<file path="config.mk">
export PLATFORM = sky130hd
export DESIGN_NAME = uart_rx_fifo_ctrl
export DESIGN_NICKNAME = d
export VERILOG_FILES = /design/src/rtl/uart_pkg.sv /design/src/rtl/uart_sync_fifo.sv /design/src/rtl/uart_rx_fifo_ctrl.sv
export SDC_FILE = /design/constraint.sdc
export NUM_CORES = 1
export LEC_CHECK = 0
export CAP_MARGIN = 20
export CORE_MARGIN = 4
export CORE_UTILIZATION = 23
export DETAILED_ROUTE_END_ITERATION = 16
export DONT_BUFFER_PORTS = 1
export HOLD_SLACK_MARGIN = 0.08
export PLACE_DENSITY = 0.38
export SYNTH_ARGS = -nofsm -noshare
export SYNTH_HDL_FRONTEND = slang
export SYNTH_HIERARCHICAL = 1
export SYNTH_SLANG_ARGS = --single-unit
</file>
<file path="constraint.sdc">
create_clock -name clk -period 4.9 [get_ports clk]
set_clock_uncertainty 0.15 [all_clocks]
set_input_delay 0.49 -clock clk [delete_from_list [all_inputs] [get_ports clk]]
set_output_delay 0.49 -clock clk [all_outputs]
set_load 0.1 [all_outputs]
</file>
<file path="src/rtl/uart_pkg.sv">
// Shared UART definitions: receiver/transmitter state encoding and the parity helper.
package uart_pkg;

  typedef enum logic [2:0] {
    IDLE,
    START,
    DATA,
    PARITY,
    STOP
  } uart_state_e;

  localparam int MAX_DATA_BITS = 9;

  // Unused upper bits must be zero so they do not disturb the XOR.
  function automatic logic calcParity(input logic [MAX_DATA_BITS-1:0] data, input logic odd);
    return (^data) ^ odd;
  endfunction

endpackage

</file>
<file path="src/rtl/uart_sync_fifo.sv">
// First-word-fall-through FIFO: the head entry is visible on o_data whenever not empty.
module uart_sync_fifo #(
  parameter int WIDTH = 8,
  parameter int DEPTH = 4
) (
  input  logic                   clk,
  input  logic                   rst_n,
  input  logic                   i_push,
  input  logic                   i_pop,
  input  logic [WIDTH-1:0]       i_data,
  output logic [WIDTH-1:0]       o_data,
  output logic                   o_full,
  output logic                   o_empty,
  output logic [$clog2(DEPTH):0] o_count
);

  localparam int AW = $clog2(DEPTH);

  logic [WIDTH-1:0] r_mem [DEPTH];
  logic [AW-1:0]    r_wrPtr;
  logic [AW-1:0]    r_rdPtr;
  logic [AW:0]      r_count;
  logic             w_popOk;
  logic             w_pushOk;

  // A push into a full FIFO is allowed only when a pop frees the slot in the same cycle.
  assign o_empty  = (r_count == '0);
  assign o_full   = (r_count == (AW+1)'(DEPTH));
  assign w_popOk  = i_pop && !o_empty;
  assign w_pushOk = i_push && (!o_full || w_popOk);
  assign o_data   = o_empty ? '0 : r_mem[r_rdPtr];
  assign o_count  = r_count;

  always_ff @(posedge clk or negedge rst_n) begin
    if (!rst_n) begin
      r_wrPtr <= '0;
      r_rdPtr <= '0;
      r_count <= '0;
    end else begin
      if (w_pushOk) r_wrPtr <= r_wrPtr + 1'b1;
      if (w_popOk)  r_rdPtr <= r_rdPtr + 1'b1;
      case ({w_pushOk, w_popOk})
        2'b10:   r_count <= r_count + 1'b1;
        2'b01:   r_count <= r_count - 1'b1;
        default: r_count <= r_count;
      endcase
    end
  end

  always_ff @(posedge clk) begin
    if (w_pushOk) r_mem[r_wrPtr] <= i_data;
  end

endmodule

</file>
<file path="src/rtl/uart_rx_fifo_ctrl.sv">
// UART receiver with mid-bit sampling, optional parity, sticky error flags and a FWFT receive FIFO.
module uart_rx_fifo_ctrl
  import uart_pkg::*;
#(
  parameter int BAUD_DIV   = 5208,
  parameter int DATA_BITS  = 8,
  parameter int PARITY_EN  = 0,
  parameter int PARITY_ODD = 0,
  parameter int FIFO_DEPTH = 4
) (
  input  logic                        clk,
  input  logic                        rst_n,
  input  logic                        RX,
  input  logic                        rd_en,
  input  logic                        clr_err,
  output logic [DATA_BITS-1:0]        rx_data,
  output logic                        rdy,
  output logic [$clog2(FIFO_DEPTH):0] fifo_cnt,
  output logic                        frame_err,
  output logic                        parity_err,
  output logic                        overrun
);

  localparam int             CW        = $clog2(BAUD_DIV);
  localparam logic [CW-1:0]  BAUD_HALF = CW'(BAUD_DIV / 2 - 1);
  localparam logic [CW-1:0]  BAUD_FULL = CW'(BAUD_DIV - 1);
  localparam int             BW        = 4;
  localparam logic [BW-1:0]  LAST_BIT  = BW'(DATA_BITS - 1);

  uart_state_e          r_state, w_next;
  logic                 r_rxMeta, r_rxS;
  logic [CW-1:0]        r_baudCnt;
  logic [BW-1:0]        r_bitCnt;
  logic [DATA_BITS-1:0] r_shift;
  logic                 r_parMis;
  logic                 r_frameErr, r_parityErr, r_overrun;
  logic                 w_sample, w_startDet, w_shiftEn, w_parSample, w_stopSample;
  logic                 w_good, w_full, w_empty;

  // Idle-high line: the synchroniser resets to 1 so reset release never looks like a start bit.
  always_ff @(posedge clk or negedge rst_n) begin
    if (!rst_n) begin
      r_rxMeta <= 1'b1;
      r_rxS    <= 1'b1;
    end else begin
      r_rxMeta <= RX;
      r_rxS    <= r_rxMeta;
    end
  end

  always_ff @(posedge clk or negedge rst_n) begin
    if (!rst_n) r_state <= IDLE;
    else        r_state <= w_next;
  end

  always_comb begin
    w_next = r_state;
    case (r_state)
      IDLE:    if (!r_rxS) w_next = START;
      START:   if (w_sample) w_next = r_rxS ? IDLE : DATA;
      DATA:    if (w_sample && (r_bitCnt == LAST_BIT)) w_next = (PARITY_EN != 0) ? PARITY : STOP;
      PARITY:  if (w_sample) w_next = STOP;
      STOP:    if (w_sample) w_next = IDLE;
      default: w_next = IDLE;
    endcase
  end

  always_comb begin
    w_startDet   = 1'b0;
    w_shiftEn    = 1'b0;
    w_parSample  = 1'b0;
    w_stopSample = 1'b0;
    case (r_state)
      IDLE:    w_startDet   = !r_rxS;
      DATA:    w_shiftEn    = w_sample;
      PARITY:  w_parSample  = w_sample;
      STOP:    w_stopSample = w_sample;
      default: ;
    endcase
  end

  assign w_sample = (r_state != IDLE) && (r_baudCnt == '0);
  assign w_good   = w_stopSample && r_rxS && !r_parMis;

  // Idle keeps the counter preloaded with a half bit so the first sample lands mid start bit.
  always_ff @(posedge clk or negedge rst_n) begin
    if (!rst_n) begin
      r_baudCnt <= BAUD_HALF;
      r_bitCnt  <= '0;
      r_shift   <= '0;
      r_parMis  <= 1'b0;
    end else begin
      if (r_state == IDLE)      r_baudCnt <= BAUD_HALF;
      else if (r_baudCnt == '0) r_baudCnt <= BAUD_FULL;
      else                      r_baudCnt <= r_baudCnt - 1'b1;
      if (w_startDet)     r_bitCnt <= '0;
      else if (w_shiftEn) r_bitCnt <= r_bitCnt + 1'b1;
      if (w_shiftEn) r_shift <= {r_rxS, r_shift[DATA_BITS-1:1]};
      if (w_startDet)       r_parMis <= 1'b0;
      else if (w_parSample) r_parMis <= r_rxS != calcParity(MAX_DATA_BITS'(r_shift), PARITY_ODD != 0);
    end
  end

  // Set events take priority over clr_err so no error can slip through in the clearing cycle.
  always_ff @(posedge clk or negedge rst_n) begin
    if (!rst_n) begin
      r_frameErr  <= 1'b0;
      r_parityErr <= 1'b0;
      r_overrun   <= 1'b0;
    end else begin
      if (w_stopSample && !r_rxS) r_frameErr <= 1'b1;
      else if (clr_err)           r_frameErr <= 1'b0;
      if (w_stopSample && r_parMis) r_parityErr <= 1'b1;
      else if (clr_err)             r_parityErr <= 1'b0;
      if (w_good && w_full && !rd_en) r_overrun <= 1'b1;
      else if (clr_err)               r_overrun <= 1'b0;
    end
  end

  uart_sync_fifo #(
    .WIDTH (DATA_BITS),
    .DEPTH (FIFO_DEPTH)
  ) u_fifo (
    .clk     (clk),
    .rst_n   (rst_n),
    .i_push  (w_good),
    .i_pop   (rd_en),
    .i_data  (r_shift),
    .o_data  (rx_data),
    .o_full  (w_full),
    .o_empty (w_empty),
    .o_count (fifo_cnt)
  );

  assign rdy        = !w_empty;
  assign frame_err  = r_frameErr;
  assign parity_err = r_parityErr;
  assign overrun    = r_overrun;

endmodule

</file>
==> results of run 1 <==
-- registers in the layout, summed over array words and instances, names as in the netlist --
signal	cells
frame_err	1
overrun	1
parity_err	1
r_baudCnt	13
r_bitCnt	4
r_parMis	1
r_rxMeta	1
r_rxS	1
r_shift	8
r_state	3
u_fifo/o_count	3
u_fifo/r_mem	32
u_fifo/r_rdPtr	2
u_fifo/r_wrPtr	2
-- cell usage in the layout, fill, tap and decap left out, types with 9 or more instances in the layout --
master / count
clkbuf_16: 9
and2_1: 9
dfrtp_1: 33
inv_1: 18
o21ai_0: 9
nor2_1: 10
xnor2_1: 14
edfxtp_1: 32
-- metal layers --
layer  GRT usage (%)  up-vias  share of wire, %
met5               0        -                 0
met4           2.650        0               1.4
met3           3.010        9               4.2
met2           12.85       28                47
met1           10.17      909                47
li1                -      886                 -
-- synthesized netlist by cell type (6+ instances only) --
cell type  count  share of area (%)
mux4_2         8                5.5
nand2_1        6               0.69
xor2_1         6                1.6
a21oi_1        8                1.2
dfstp_2        8                6.4
edfxtp_1      32                 29
and2_1         9                1.7
ha_1           8                3.0
dfrtp_1       33                 25
clkbuf_1       6               0.69
mux2_2         8                2.7
inv_1         18                2.1
nor3_1         7                1.1
or4_1          6                1.4
o21ai_0        9                1.4
xnor2_1       14                3.7
nor2_1        10                1.1
-- what timing repair did --
item / 4_1_cts / 5_1_grt
hold buffers: 3 / 0
gates resized for setup: 0 / 0
endpoints found under the hold margin: 42 / 0
-- worst max-delay path: stages (launching register included) --
cell     delay, ps
dfrtp_1        390
or4_1          670
nor4_1         320
buf_4          230
nand2_1        110
nor2_1         150
o21a_4         180
inv_1           50
ha_1           200
inv_1           70
fa_1           170
xor2_1         150
nor2_1          60
xor2_1         130
-- final cells by class --
class / instances / share of cell area [%]
clock buffer: 11 / 6.340
multi-input combinational: 144 / 30.95
tap: 180 / 5.882
sequential: 73 / 52.16
inverter: 18 / 1.765
clock inverter: 5 / 1.471
timing repair buffer: 4 / 1.438
-- power by group --
group	total, mW	internal (mW)	switching [mW]	leakage [nW]
combinational	0.140	0.0661	0.0738	0.526
sequential	0.811	0.657	0.154	0.874
clock	0.651	0.407	0.244	0.145
-- metrics by stage --
step,area (um2),hold slack (ps),util [%],power (mW)
5_1_grt,3829,92.15,27.48,1.678
4_1_cts,3829,98.65,27.48,1.632
2_1_floorplan,3287,44.41,-,0.9295
3_5_place_dp,3482,45.94,24.99,0.9597
6_report,3829,112.3,27.48,1.602
3_3_place_gp,3482,45.85,24.99,0.9563
-- cells by family after synthesis --
| group | synth area share (%) |
|---|---|
| xor+xnor | 6.014 |
| compound gates | 5.748 |
| buf+inv | 3.197 |
| flops | 60.75 |
| mux | 9.288 |
| simple gates | 11.34 |
| fa+ha+maj | 3.655 |
-- final timing paths --
| path | from | end | cells past startpoint |
|---|---|---|---|
| min in group asynchronous | rst_n | parity_err | 2 |
| max in group asynchronous | rst_n | r_baudCnt[9] | 2 |
| min reg2reg | r_rxMeta | r_rxS | 0 |
| max reg2reg | r_baudCnt[4] | u_fifo/o_count[2] | 13 |
| min | clr_err | parity_err | 1 |
| max | r_baudCnt[4] | u_fifo/o_count[2] | 13 |
==> reports/metrics.csv, run 1 <==
stage;metric;value;unit
sta;fin_tns_setup;0;ps
floorplan;io_pins;20;
logic_synthesis;synth_cell_types;40;
sta;rsz0062_at_grt;no;
floorplan;floorplan.initialDensity;23.59;%
finish;fillers;1416;
sta;slew_headroom;32.55;%
finish;stdcell_count;435;
route;ant_nets;0;
critical_path;critical_path_class;flip-flop to flip-flop;
logic_synthesis;synth_area;3287;um2
finish;area_growth_syn_to_layout;16.48;%
sta;max_freq;312.6;MHz
job;maxCapViolCount;0;
logic_synthesis;syn_inst;244;
sta;worst_pin_slew;1012;ps
floorplan;core;13930;um2
clock_tree;cts_root_buf;clkbuf_16;
worst_hold_path;hold_class;primary input to flip-flop;
sta;final-setup-viol-count;0;
floorplan;fp.dieArea;16270;um2
logic_synthesis;synth_seq_area_share;60.75;%
critical_path;cp-start-kind;flip-flop;
global_routing;grt_max_degree;42;
power;powerDensity;418.3;nW/um2
clock_tree;numCtsBuffers;9;
placed_design;dp.cells;416;
clock_tree;cts.sinks;73;
sta;finalCritPeriodShare;65.29;%
route;drc;0;
placed_design;dpl.hpwl;4000;um
finish;final_nets;264;
route;vias;1832;
global_routing;grt_pass1_vias;1925;
outcome;status;completed;
floorplan;die_h;127.5;um
floorplan;row_count;43;
logic_synthesis;ys_ff_latch;73;
route;vias_per_cell;4.211;
clock_tree;cts.path.max_buffers;2;
sta;postLayoutSetupSlackWorst;1701;ps
sta;period_minus_slack;3199;ps
clock_tree;clock_latency;330;ps
logic_synthesis;syn_area_per_cell;13.47;um2
placed_design;pre_cts_slack;1708;ps
clock_tree;path_clk_slew;60;ps
critical_path;crit_arrival;3230;ps
clock_tree;htreeDepth;3;
global_routing;overflow;0;
floorplan;die_x;127.5;um
finish;ff_latch_area;1997;um2
sta;finalHoldViolations;0;
placed_design;port_buffers;0;
clock_tree;cts_setup_buffers;0;
global_routing;grt_pass1_wl;10230;um
logic_synthesis;yosys_warnings;6;
logic_synthesis;synth_flop_cell;dfrtp_1;
critical_path;regToRegSetupSlack;1700;ps
logic_synthesis;ys_async_sr_fraction;56.16;%
placed_design;place_congestion;0.6642;
route;drt_iter0_markers;95;
logic_synthesis;syn_nets;258;
critical_path;cp.required;4930;ps
finish;drive_gt1_share;20.39;%
critical_path;crit_path_end_kind;flip-flop;
critical_path;cp_max_fo;11;
route;drt_wl_total;6061;um
power;ir_drop;0.1848;mV
route;drtPass1Iterations;4;
finish;num_antenna_cells;0;
global_routing;grt_antenna_before_repair;0;
route;wl_per_cell;13.93;um
sta;drv_slew;0;
finish;multi_input_comb_area;1185;um2
logic_synthesis;synth_edf_count;32;
global_routing;track_usage;8.078;%
clock_tree;cts_tree;yes;
power;leakage;1.546;nW
Power figures use the tool's default switching activity.
==> run 2: changes to the inputs <==
==> constraint.sdc (replaced) <==
create_clock -name clk -period 3.2 [get_ports clk]
set_clock_uncertainty 0.15 [all_clocks]
set_input_delay 0.32 -clock clk [delete_from_list [all_inputs] [get_ports clk]]
set_output_delay 0.32 -clock clk [all_outputs]
set_load 0.1 [all_outputs]
==> run 2 against run 1 <==
Register-to-register slack got worse by 1500 ps. Critical path depth unchanged. Total power is 59% higher. Cell count up 4.4%. Sequential cell count unchanged. Largest power group unchanged. Core utilization increased by 1.3 points.
==> reports/metrics.csv, run 2 (same netlist as run 1, synthesis figures left out) <==
stage;metric;value;unit
outcome;status;completed;
critical_path;cp.required;3250;ps
critical_path;path_buf_inv;3;
clock_tree;path_clk_slew;50;ps
global_routing;met1_usage;10.19;%
global_routing;grt_pass1_wl;10510;um
clock_tree;htreeDepth;3;
route;drt_iter0_markers;120;
worst_hold_path;hold_path_end;u_fifo/r_wrPtr[0];
finish;layout_commonest_cell;dfrtp_1;
worst_hold_path;worstHoldStart;rd_en;
route;drtPass1Iterations;4;
global_routing;grt_antenna_before_repair;0;
critical_path;cpPeakStageDelay;590;ps
critical_path;r2r_start;r_baudCnt[4];
placed_design;place_area;3602;um2
global_routing;overflow;0;
global_routing;grt_use_met2;13.47;%
critical_path;crit_arrival;3060;ps
floorplan;floorplan.initialDensity;23.59;%
floorplan;row_count;43;
sta;max_freq;331.7;MHz
critical_path;crit_path_end_kind;flip-flop;
finish;drive_gt1_share;25.18;%
worst_hold_path;holdPathStages;2;
finish;reg_top3;u_fifo/r_mem (32), r_baudCnt (13), r_shift (8);
sta;finalHoldViolations;0;
sta;fin_tns_setup;0;ps
clock_tree;cts.path.max_buffers;2;
clock_tree;clock_latency;330;ps
critical_path;crit_chain;or4_1 -> nor4_4 -> buf_4 -> nand2_1 -> nor2_1 -> o21a_4 -> inv_1 -> ha_1 -> inv_1 -> fa_1 -> xor2_1 -> nor2_1 -> xor2_1;
floorplan;io_pins;20;
critical_path;reg2regPathDepth;13;
clock_tree;cts_tree;yes;
global_routing;grt_max_degree;42;
critical_path;rr_endpoint;u_fifo/o_count[2];
finish;largest_reg_flops;32;
sta;drv_slew;0;
global_routing;grt.busiest_layer;met2;
floorplan;fp.dieArea;16270;um2
sta;period_minus_slack;3015;ps
route;wl_per_cell;13.59;um
finish;area_growth_syn_to_layout;21.89;%
sta;slew_headroom;39.92;%
placed_design;dp.cells;432;
route;drc;0;
clock_tree;numCtsBuffers;9;
global_routing;grtUsageMet3;3.344;%
worst_hold_path;hold_class;primary input to flip-flop;
sta;finalCritPeriodShare;94.21;%
job;maxCapViolCount;0;
critical_path;cp_slowest_cell;or4_1;
clock_tree;cts_root_buf;clkbuf_16;
route;ant_nets;0;
critical_path;cp_max_fo;8;
route;drt_wl_total;6169;um
finish;final_core_util;28.75;%
critical_path;path_delay_family;simple AND/OR/NAND/NOR gates;
finish;postLayoutCellArea;4006;um2
floorplan;core;13930;um2
placed_design;place_congestion;0.7533;
power;powerDensity;636.4;nW/um2
sta;postLayoutSetupSlackWorst;185.2;ps
route;vias_per_cell;4.165;
clock_tree;cts.sinks;73;
finish;num_antenna_cells;0;
route;vias;1891;
power;ir_drop;0.2366;mV
floorplan;die_x;127.5;um
finish;stdcell_count;454;
global_routing;grt_pass1_vias;2022;
global_routing;track_usage;8.305;%
finish;final_nets;283;
finish;top_register;u_fifo/r_mem;
finish;layout_common_cells;dfrtp_1 (33), edfxtp_1 (32), inv_1 (18), buf_4 (18), xnor2_1 (14);
placed_design;pre_cts_slack;131.0;ps
floorplan;die_h;127.5;um
critical_path;critical_path_class;flip-flop to flip-flop;
critical_path;regToRegSetupSlack;190;ps
sta;final-setup-viol-count;0;
sta;worst_pin_slew;901.2;ps
placed_design;dpl.hpwl;4139;um
power;leakage;1.661;nW
placed_design;port_buffers;0;
critical_path;cp-start-kind;flip-flop;
[run 2: worst max path at each step]
stage / from / endpoint / cells past startpoint
2_1_floorplan: r_baudCnt[4] / u_fifo/o_count[2] / 14
4_1_cts: r_baudCnt[9] / u_fifo/o_count[2] / 13
3_5_place_dp: r_baudCnt[9] / u_fifo/o_count[2] / 13
3_3_place_gp: r_baudCnt[9] / u_fifo/o_count[2] / 13
6_report: r_baudCnt[4] / u_fifo/o_count[2] / 13
5_1_grt: r_baudCnt[4] / u_fifo/o_count[2] / 13
[run 2: cell type report]
class	count	area [um2]
inverter	18	67.56
clock inverter	5	81.33
sequential	73	1997
fill	1430	9928
clock buffer	11	232.7
timing repair buffer	23	202.7
tap	180	225.2
multi-input combinational	144	1200
[run 2: power by group]
group / internal, mW / switching, mW / total [mW]
sequential: 1.01 / 0.0788 / 1.09
clock: 0.682 / 0.368 / 1.05
combinational: 0.132 / 0.279 / 0.411
[run 2: routing by layer]
layer | routed length [um] | vias up | share of wire [%]
met5 | 0 | - | 0
met4 | 66 | 0 | 1.1
met3 | 219 | 7 | 3.6
met2 | 3013 | 21 | 49
met1 | 2870 | 940 | 47
li1 | - | 923 | -
[run 2: worst reg2reg max path, stage by stage, from the launching register on]
cell	delay (ps)
dfrtp_1	400
or4_1	590
nor4_4	300
buf_4	200
nand2_1	100
nor2_1	150
o21a_4	180
inv_1	50
ha_1	200
inv_1	70
fa_1	170
xor2_1	140
nor2_1	60
xor2_1	140
[run 2: stage by stage]
step	hold WS (ps)	total power [mW]
2_1_floorplan	-125.6	1.423
3_3_place_gp	-124.2	1.508
3_5_place_dp	-124.2	1.509
4_1_cts	88.35	2.611
5_1_grt	96.98	2.677
6_report	98.77	2.550
[run 2: repair_timing]
action	CTS	global route
gates resized for setup	0	2
endpoints found under the hold margin	47	0
hold buffers	5	0
setup endpoints to repair	0	2
setup buffers	0	1
==> run 3: changes to the inputs <==
==> constraint.sdc (replaced) <==
create_clock -name clk -period 3.9 [get_ports clk]
set_clock_uncertainty 0.15 [all_clocks]
set_input_delay 0.39 -clock clk [delete_from_list [all_inputs] [get_ports clk]]
set_output_delay 0.39 -clock clk [all_outputs]
set_load 0.1 [all_outputs]
==> run 3 against run 2 <==
Non-clock buffer count is 6 lower. Sequential power is 19% lower. Total power is 23% lower. Register-to-register slack better by 530 ps. Worst setup slack better by 530 ps. Cell count is 1.3% lower. Routed wire length is 2.7% lower. Final area is 2.6% lower. Clock power is 28% lower.
==> reports/metrics.csv, run 3 (same netlist as run 1, synthesis figures left out) <==
stage;metric;value;unit
sta;max_freq;314.2;MHz
outcome;status;completed;
clock_tree;cts.path.max_buffers;2;
finish;top_register;u_fifo/r_mem;
floorplan;die_x;127.5;um
sta;worst_pin_slew;906.6;ps
sta;period_minus_slack;3182;ps
placed_design;place_congestion;0.7004;
global_routing;grt_pass1_wl;9901;um
critical_path;path_buf_inv;2;
clock_tree;ctsResizeCount;0;
finish;layout_common_cells;dfrtp_1 (33), edfxtp_1 (32), inv_1 (18);
global_routing;grt_pass1_vias;1867;
sta;finalHoldViolations;0;
route;wl_per_cell;13.40;um
sta;fin_tns_setup;0;ps
finish;num_antenna_cells;0;
power;finalPower;1.975;mW
clock_tree;numCtsBuffers;9;
placed_design;pre_cts_slack;685.0;ps
job;maxCapViolCount;0;
sta;slew_headroom;39.56;%
power;ir_drop;0.1464;mV
global_routing;overflow;0;
floorplan;floorplan.initialDensity;23.59;%
floorplan;fp.dieArea;16270;um2
finish;reg_top3;u_fifo/r_mem (32), r_baudCnt (13), r_shift (8);
critical_path;cpPeakStageDelay;660;ps
finish;largest_reg_flops;32;
clock_tree;htreeDepth;3;
route;vias;1882;
floorplan;io_pins;20;
route;vias_per_cell;4.201;
sta;holdWs;153.8;ps
clock_tree;clock_latency;330;ps
placed_design;dpl.hpwl;3937;um
placed_design;port_buffers;0;
global_routing;track_usage;7.928;%
critical_path;crit_chain;or4_1 -> nor4_1 -> nand2_1 -> nor2_1 -> o21a_4 -> inv_1 -> ha_1 -> inv_1 -> fa_1 -> xor2_1 -> nor2_1 -> xor2_1;
clock_tree;path_clk_slew;60;ps
power;leakage;1.586;nW
global_routing;grt_antenna_before_repair;0;
critical_path;crit_path_end_kind;flip-flop;
sta;final-setup-viol-count;0;
finish;layout_commonest_cell;dfrtp_1;
route;drt_wl_total;6001;um
critical_path;cp-start-kind;flip-flop;
clock_tree;cts_tree;yes;
floorplan;core;13930;um2
sta;finalCritPeriodShare;81.60;%
sta;rsz0062_at_grt;no;
sta;drv_slew;0;
floorplan;die_h;127.5;um
sta;postLayoutSetupSlackWorst;717.7;ps
route;drt_iter0_markers;90;
floorplan;row_count;43;
critical_path;path_delay_family;simple AND/OR/NAND/NOR gates;
clock_tree;cts_root_buf;clkbuf_16;
finish;postLayoutCellArea;3904;um2
global_routing;grt_max_degree;42;
finish;drive_gt1_share;23.13;%
worst_hold_path;hold_class;primary input to flip-flop;
clock_tree;cts.sinks;73;
critical_path;cp.required;3950;ps
critical_path;crit_arrival;3230;ps
critical_path;cp_slowest_cell;or4_1;
finish;final_nets;277;
route;drtPass1Iterations;4;
critical_path;critical_path_class;flip-flop to flip-flop;
critical_path;cp_max_fo;9;
route;ant_nets;0;
power;powerDensity;505.8;nW/um2
route;drc;0;
finish;area_growth_syn_to_layout;18.77;%
placed_design;place_area;3565;um2
## run 3: power by group
group / switching [mW] / total, mW / internal (mW)
registers: 0.0566 / 0.884 / 0.828
logic: 0.235 / 0.339 / 0.104
clock network: 0.323 / 0.751 / 0.428
total: 0.615 / 1.97 / 1.36
## run 3: path summary, 6_finish.rpt
kind / from / end / slack (ps) / cells past startpoint
max in group asynchronous: rst_n / r_rxS / 2940 / 2
min in group asynchronous: rst_n / r_bitCnt[0] / 410 / 2
hold reg to reg: r_rxMeta / r_rxS / 210 / 0
hold / removal: rd_en / u_fifo/r_rdPtr[0] / 150 / 2
setup / recovery: r_baudCnt[4] / u_fifo/o_count[2] / 720 / 12
setup reg to reg: r_baudCnt[4] / u_fifo/o_count[2] / 720 / 12
## run 3: layout make-up
type	instances	area [um2]
Fill cell	1413	10030
Sequential cell	73	1997
Multi-Input combinational cell	144	1185
Clock buffer	9	225.2
Tap cell	180	225.2
Timing Repair Buffer	17	157.7
Inverter	18	67.56
Clock inverter	7	46.29
## run 3: layer usage
| metal | vias up | GRT usage [%] | routed length (um) |
|---|---|---|---|
| met5 | - | 0 | 0 |
| met4 | 0 | 2.461 | 81 |
| met3 | 7 | 3.010 | 189 |
| met2 | 23 | 12.76 | 2847 |
| met1 | 937 | 9.878 | 2883 |
| li1 | 915 | - | - |
## run 3: worst register-to-register path, cell delays in order, from the launching register on
cell and delay, ps:
dfrtp_1 400, or4_1 660, nor4_1 470, nand2_1 180
nor2_1 160, o21a_4 190, inv_1 50, ha_1 200
inv_1 70, fa_1 170, xor2_1 150, nor2_1 60
xor2_1 140
## run 3: what timing repair did
item                      in CTS  in global routing
buffers inserted               0                  0
hold buffers                   5                  0
hold endpoints to repair      46                  0
## run 3: stage by stage
step | utilization [%] | instances
after CTS | 28.01 | 448
after global placement | 25.58 | 427
after floorplan | - | 244
final | 28.01 | 448
after detailed placement | 25.58 | 427
after global routing | 28.01 | 448
